`src/rtl/dma_stream_framer_pkg.sv`:
```
// Shared state encodings and length/keep helpers for the DMA stream framer.
// Helpers work at maximum widths; callers size-cast results to their own widths.
package dma_stream_framer_pkg;

    localparam int MAX_CNT_W  = 64;
    localparam int MAX_KEEP_W = 128;

    typedef logic [0:0] state_t;
    localparam state_t S_HDR  = 1'b0;
    localparam state_t S_BODY = 1'b1;

    // Low-order byte enables for a final beat; r == 0 means the beat is full.
    function automatic logic [MAX_KEEP_W-1:0] keep_mask(input int unsigned r, input int unsigned b);
        int unsigned n;
        n = (r == 0) ? b : r;
        return ~({MAX_KEEP_W{1'b1}} << n);
    endfunction

    // Beats needed to carry len; byte lengths round up to whole beats.
    function automatic logic [MAX_CNT_W-1:0] len_to_beats(input logic [MAX_CNT_W-1:0] len,
                                                           input bit in_bytes,
                                                           input int unsigned b);
        logic [MAX_CNT_W-1:0] rem_mask;
        if (!in_bytes || b <= 1)
            return len;
        rem_mask = MAX_CNT_W'(b - 1);
        return (len >> $clog2(b)) + MAX_CNT_W'((len & rem_mask) != '0);
    endfunction

endpackage

```
`src/rtl/dma_stream_framer_out_reg.sv`:
```
// One-entry AXI-Stream register slice carrying data/last/keep; 1-cycle latency, full rate.
// Upstream ready is !out_valid || out_ready, so the held beat stays stable under backpressure.
module axis_out_reg #(
    parameter int DATA_W = 32,
    parameter int KEEP_W = DATA_W / 8
) (
    input  logic              clk,
    input  logic              reset,
    input  logic [DATA_W-1:0] in_data,
    input  logic              in_last,
    input  logic [KEEP_W-1:0] in_keep,
    input  logic              in_valid,
    output logic              in_ready,
    output logic [DATA_W-1:0] out_data,
    output logic              out_last,
    output logic [KEEP_W-1:0] out_keep,
    output logic              out_valid,
    input  logic              out_ready
);

    assign in_ready = !out_valid || out_ready;

    always_ff @(posedge clk) begin
        if (reset) begin
            out_valid <= 1'b0;
            out_data  <= '0;
            out_last  <= 1'b0;
            out_keep  <= '0;
        end else if (in_valid && in_ready) begin
            out_valid <= 1'b1;
            out_data  <= in_data;
            out_last  <= in_last;
            out_keep  <= in_keep;
        end else if (out_ready) begin
            out_valid <= 1'b0;
        end
    end

endmodule

```
`src/rtl/dma_stream_framer.sv`:
```
// Parses a length header per packet, optionally strips it, and generates m_last/m_keep for S2MM DMA.
// One registered output stage: 1-cycle latency, 1 beat/cycle, s_ready = !m_valid || m_ready.
module dma_stream_framer
    import dma_stream_framer_pkg::*;
#(
    parameter int DATA_W       = 32,
    parameter int CNT_W        = 32,
    parameter int LEN_IN_BYTES = 0,
    parameter int STRIP_HDR    = 0
) (
    input  logic                clk,
    input  logic                reset,
    input  logic [DATA_W-1:0]   s_data,
    input  logic                s_valid,
    output logic                s_ready,
    output logic [DATA_W-1:0]   m_data,
    output logic                m_valid,
    input  logic                m_ready,
    output logic                m_last,
    output logic [DATA_W/8-1:0] m_keep,
    output logic [CNT_W-1:0]    pkt_cnt,
    output logic [CNT_W-1:0]    beat_rem,
    output logic                busy,
    output logic                zero_len_err
);

    localparam int KEEP_W = DATA_W / 8;

    state_t              state;
    logic [KEEP_W-1:0]   last_keep_q;
    logic [CNT_W-1:0]    hdr_len;
    logic [CNT_W-1:0]    hdr_beats;
    int unsigned         hdr_rem;
    logic                accept;
    logic                load;
    logic                ld_last;
    logic [KEEP_W-1:0]   ld_keep;

    assign hdr_len   = s_data[CNT_W-1:0];
    assign hdr_beats = CNT_W'(len_to_beats(MAX_CNT_W'(hdr_len), LEN_IN_BYTES != 0, KEEP_W));
    assign hdr_rem   = 32'(hdr_len) & 32'(KEEP_W - 1);

    assign accept = s_valid && s_ready;
    // A stripped header is consumed without occupying the output register.
    assign load   = accept && ((state == S_BODY) || (STRIP_HDR == 0));
    assign busy   = (state == S_BODY);

    always_comb begin
        ld_last = 1'b0;
        ld_keep = '1;
        if (state == S_HDR) begin
            ld_last = (hdr_beats == '0);
        end else if (beat_rem == CNT_W'(1)) begin
            ld_last = 1'b1;
            ld_keep = last_keep_q;
        end
    end

    always_ff @(posedge clk) begin
        if (reset) begin
            state        <= S_HDR;
            beat_rem     <= '0;
            pkt_cnt      <= '0;
            zero_len_err <= 1'b0;
            last_keep_q  <= '0;
        end else begin
            zero_len_err <= 1'b0;
            if (m_valid && m_ready && m_last)
                pkt_cnt <= pkt_cnt + CNT_W'(1);
            if (accept) begin
                if (state == S_HDR) begin
                    beat_rem    <= hdr_beats;
                    last_keep_q <= (LEN_IN_BYTES != 0) ? KEEP_W'(keep_mask(hdr_rem, KEEP_W)) : '1;
                    if (hdr_beats != '0)
                        state <= S_BODY;
                    else if (STRIP_HDR != 0)
                        zero_len_err <= 1'b1;
                end else begin
                    // beat_rem is at least 1 in S_BODY, so this cannot underflow.
                    beat_rem <= beat_rem - CNT_W'(1);
                    if (beat_rem == CNT_W'(1))
                        state <= S_HDR;
                end
            end
        end
    end

    axis_out_reg #(
        .DATA_W (DATA_W),
        .KEEP_W (KEEP_W)
    ) u_out_reg (
        .clk       (clk),
        .reset     (reset),
        .in_data   (s_data),
        .in_last   (ld_last),
        .in_keep   (ld_keep),
        .in_valid  (load),
        .in_ready  (s_ready),
        .out_data  (m_data),
        .out_last  (m_last),
        .out_keep  (m_keep),
        .out_valid (m_valid),
        .out_ready (m_ready)
    );

endmodule

```
`config.mk`:
```
export PLATFORM = sky130hd
export DESIGN_NAME = dma_stream_framer
export DESIGN_NICKNAME = d
export VERILOG_FILES = /design/src/rtl/dma_stream_framer_pkg.sv /design/src/rtl/dma_stream_framer_out_reg.sv /design/src/rtl/dma_stream_framer.sv
export SDC_FILE = /design/constraint.sdc
export NUM_CORES = 1
export LEC_CHECK = 0
export CAP_MARGIN = 10
export CORE_MARGIN = 5
export CORE_UTILIZATION = 48
export DETAILED_ROUTE_END_ITERATION = 16
export PLACE_DENSITY = 0.85
export SLEW_MARGIN = 20
export SYNTH_ARGS = -nofsm -noshare
export SYNTH_HDL_FRONTEND = slang
export SYNTH_SLANG_ARGS = --single-unit
export TNS_END_PERCENT = 50
```
`constraint.sdc`:
```
create_clock -name clk -period 3.05 [get_ports clk]
set_input_delay 0.61 -clock clk [delete_from_list [all_inputs] [get_ports clk]]
set_output_delay 0.61 -clock clk [all_outputs]
set_load 0.1 [all_outputs]
```
# After elaboration in Yosys (flattened, before gate mapping)
# Cells that the tools add are included.
# totals
wordCells	32
output_inout_bits	105
ff_bits	104
inputBits	36
# classes
eq_ne	1
bitwise	1
reduce_logical	10
addsub	2
mux	10
# ops
cell	n
32-bit by 1-bit adder with 32-bit output (second input constant)	1
32-bit by 1-bit equality test with 1-bit output (second input constant)	1
32-bit zero test	1
32-bit two-way mux	1
32-bit nonzero test	1
32-bit by 1-bit subtractor with 32-bit output (second input constant)	1
4-bit two-way mux	2
1-bit two-way mux	7
1-bit logical AND	4
2-bit AND reduction	1
2-bit nonzero test	1
1-bit zero test	1
1-bit logical OR	1
1-bit inverter	1

# Longest topological paths before layout
# depth
word_depth	5
ltp_mapped	8

# Cells and area by module
# Synthesis repeated with hierarchy kept, for this count alone.
# unflattened
cells_unflattened	637
area_unflattened_um2	5350.1
# by_module_without_submodules
mod	n_inst	cells_each	area_each_um2
dma_stream_framer	1	465	3721.1
axis_out_reg	1	172	1629.1

# Worst setup path before layout
# Ideal clock, no wire load.
# synth_timing
path_kind	reg-to-reg
startpoint	register u_out_reg.out_valid
endpoint	register pkt_cnt[31]
setup_time_ns	0.070
t_arrival_ns	3.030
setup_slack_ns	-0.051
t_required_ns	2.980
path_buffers	2
period_less_slack_ns	3.101
path_stages_with_launch	8
cell_sequence	dfxtp_1 > nand3_2 > or4_4 > buf_6 > or4_1 > buf_2 > or4_1 > a21oi_1
# synth_between
elab_chain_len	2
# synth_lines
item	line_no	source
start: declaration	dma_stream_framer_out_reg.sv:17	output logic out_valid,
start signal: assignment	dma_stream_framer_out_reg.sv:25	out_valid <= 1'b0;
start signal: assignment	dma_stream_framer_out_reg.sv:30	out_valid <= 1'b1;
start signal: assignment	dma_stream_framer_out_reg.sv:35	out_valid <= 1'b0;
1-bit logical AND (2 in a row)	dma_stream_framer.sv:68	if (m_valid && m_ready && m_last)
end signal: assignment	dma_stream_framer.sv:69	pkt_cnt <= pkt_cnt + CNT_W'(1);
end: declaration	dma_stream_framer.sv:21	output logic [CNT_W-1:0] pkt_cnt,
# No other way between the ends.
# A chain may end at the register's enable or synchronous reset.

# Worst setup path in the final report
# layout_timing
startpoint	input m_ready
endpoint	register pkt_cnt[21]
# layout_between
elab_chain_len	2
# layout_lines
item	line_no	source
start: declaration	dma_stream_framer.sv:18	input logic m_ready,
1-bit logical AND (2 in a row)	dma_stream_framer.sv:68	
# No other way between the ends.

==> flow_metrics.tcl <==
set metrics [dict create \
    outcome "completed" \
    rows 37 \
    cts_setup_buffers 0 \
    worstPathCellList "clkdlybuf4s50_1 > nand3_2 > or4_4 > or4_1 > buf_4 > or3_1 > a21oi_1" \
    seq_area_um2 2030 \
    dp_slack_ps 159 \
    post-route-period-util 0.832 \
    root_buffer "clkbuf_8" \
    cts_max_level 3 \
    final_util 0.631 \
    use_met3 0.0685 \
    fin_area_um2 6420 \
    die_area_um2 12400 \
    viasPerCell 5.86 \
    rr_worst_depth 5 \
    grt_pass1_vias 4914 \
    finalClockSkew_ps 11.9 \
    syn_inst 632 \
    power_switching_mw 1.37 \
    avgSynthCellArea_um2 7.81 \
    cts_tree "yes" \
    io_pins 141 \
    hold_end "u_out_reg.out_data[19]$_SDFFE_PP0P_" \
    drt_first_pass_iters 5 \
    netlist.area_leader.share 0.410 \
    grt_overflow_total 0 \
    fp.dieH_um 111 \
    fmax_mhz 394 \
    slowest_delay_ps 550 \
    fin_crit_ps 2540 \
    wl_per_cell_um 16.4 \
    vias 5260 \
    clkTransAtPathRegs_ps 100 \
    n_fill_cell 893 \
    track_usage 0.229 \
    synth-edff-count 0 \
    area_growth_pct 30.2 \
    drc 0 \
    crit_type "input pin to flop" \
    max_slew_margin 0.425 \
    clock_latency_ps 370 \
    grt_use_met1 0.292 \
    place.gp.congestion 0.940 \
    leakagePower_nw 2.48 \
    cts.sinks 101 \
    ff2ff_setup_slack_ps 540 \
    ir_worst_vdd_v 0.000358 \
    multi_input_comb_area_um2 2690 \
    core_um2 10200 \
    setup_slack_ps 511 \
    antenna_cells 0 \
    placed_cells 881 \
    max-cap-violations 0 \
    r2r_end "beat_rem[28]$_SDFFE_PP0P_" \
    hp-start "u_out_reg.out_data[19]$_SDFFE_PP0P_" \
    drt_iter0_drc 514 \
    min_path_type "flop to flop" \
    nNetsFinal 795 \
    synth.distinct_cells 62 \
    cts_resized 0 \
    end_kind "flop" \
    syn_area_um2 4930 \
    cp_slowest_cell "clkdlybuf4s50_1" \
    cp_top_family "simple AND/OR/NAND/NOR gates" \
    grt_setup_unrepaired "no" \
    crit_buf_inv 2 \
    r2r-start "beat_rem[24]$_SDFFE_PP0P_" \
    synth_ff_type "dfxtp_1" \
    cts_hold_buf 0 \
    grt_start_max_net_pins 99 \
    detail-route-antenna-nets 0 \
    dpl.hpwl_mm 10.5 \
    synth.area.top_cells "dfxtp_1 (41%), nand2_1 (7.2%), a21oi_1 (6.5%), nor2_1 (4.5%), o21ai_0 (3.4%)" \
    start_util 0.485 \
    clockBufferDepth 2 \
    final_cell_count_no_fill 897 \
    fin_setup_tns_ps 0 \
    synthArstFlopShare 0 \
    synth_seq_area_share 0.410 \
    crit_required_ps 3340 \
    ys_warn_count 0 \
    grt_antenna_before_repair 0 \
    worstMarginPinSlew_ps 863 \
    critPathLaunchType "input pin" \
    totalWireLength_mm 14.7 \
    drive_gt1_frac 0.202 \
    setup_viol 0 \
    p_seq_frac 0.424 \
    arrival_ps 2830 \
    cp_max_fo 7 \
    clkPwrFrac 0.259 \
    die_w_um 111 \
    finalMaxSlewViolations 0 \
    combPwrFrac 0.316 \
    grt_pass1_wl_mm 23.9 \
    hold_violations 0 \
    placed_area_um2 6220 \
    syn-num-nets 671 \
    portBuffers 139 \
    ys_seq_elements 101 \
    swShare 0.398 \
    whs_path_depth 2 \
    numCtsBuffers 9 \
    yosysTopAreaCell "dfxtp_1" \
    powerDensity_nw_per_um2 537 \
    internal_power_mw 2.07 \
    met2_usage 0.368 \
    top_usage_layer "met2" \
]
-- routing by layer --
metal  wire length, um  share of wire
met1              6080           0.41
met2              6850           0.47
met3              1370          0.093
met4               405          0.028
met5                 0              0
-- metrics by stage --
stage               power (mW)  hold slack (ps)
floorplan                 2.28              441
global placement          2.56              443
detailed placement        2.57              447
CTS                       3.45              460
global route              3.58              481
finish                    3.45              461
-- registers in the layout, indices dropped and copies added, names as in the netlist --
signal,cells
busy,1
beat_rem,32
pkt_cnt,32
u_out_reg.out_valid,1
u_out_reg.out_data,32
u_out_reg.out_last,1
last_keep_q,1
u_out_reg.out_keep,1
-- placed cells by master, fill, tap and decap left out, types with 7 or more instances in the layout --
cell type	synthesis	layout
mux2i_1	9	9
xor2_1	14	14
nor2b_1	7	7
clkbuf_8	0	10
nor2_1	59	59
buf_4	4	117
nand4_1	19	19
xnor2_1	8	8
nor4_1	26	26
and3_1	9	9
inv_1	11	11
o21ai_0	34	34
a21oi_1	64	64
nand2_1	95	94
nand3_1	16	16
a22oi_1	12	12
o22ai_1	9	9
or3_1	9	9
nor3_1	19	19
clkdlybuf4s50_1	0	34
dfxtp_1	101	97
-- Yosys cell counts, types with 11 or more instances --
library cell  number
a21oi_1           64
a22oi_1           12
clkbuf_1          30
dfxtp_1          101
inv_1             11
nand2_1           95
nand3_1           16
nand4_1           19
nor2_1            59
nor3_1            19
nor4_1            26
o21ai_0           34
xor2_1            14
-- worst max-delay path by stage --
stage	startpoint	end	slack, ps	cells past startpoint
2_1_floorplan	pkt_cnt[4]$_SDFFE_PP0P_	pkt_cnt[31]$_SDFFE_PP0P_	90	7
3_3_place_gp	m_ready	pkt_cnt[31]$_SDFFE_PP0P_	240	6
3_5_place_dp	m_ready	pkt_cnt[21]$_SDFFE_PP0P_	160	7
4_1_cts	m_ready	pkt_cnt[21]$_SDFFE_PP0P_	530	7
5_1_grt	beat_rem[24]$_SDFFE_PP0P_	beat_rem[28]$_SDFFE_PP0P_	380	5
6_report	m_ready	pkt_cnt[21]$_SDFFE_PP0P_	510	7
-- worst register-to-register path, delay by kind of cell, from the launching register on --
kind | cells | cell delay (ps)
multiplexers | 1 | 240
AND/OR/NAND/NOR | 3 | 1640
AO/OA/AOI/OAI | 1 | 110
flip-flops | 1 | 400
-- power groups by stage --
stage / sequential, mW / clock (mW) / combinational (mW)
2_1_floorplan: 1.93 / 0 / 0.353
3_3_place_gp: 1.49 / 0 / 1.07
3_5_place_dp: 1.49 / 0 / 1.08
4_1_cts: 1.46 / 0.905 / 1.09
5_1_grt: 1.48 / 0.959 / 1.15
6_report: 1.46 / 0.894 / 1.09
-- layout make-up --
cell class,instances,share of cell area
multi-input combinational,477,0.419
clock inverter,6,0.0111
clock buffer,10,0.0214
sequential,101,0.315
tap,136,0.0265
inverter,12,0.00701
timing repair buffer,155,0.200
-- cell families (layout without fill, tap and decap cells) --
logic type,count (synthesis),in the layout,synth area share
DFF,101,101,0.410
muxes,11,11,0.0228
AOI/OAI and AO/OA,148,148,0.178
buffers and inverters,54,183,0.0459
other,1,1,0.000760
adders and majority gates,3,3,0.00761
and+or+nand+nor,292,292,0.296
xor gates and xnor gates,22,22,0.0390
Note: power is estimated with default switching activity, not from simulation.
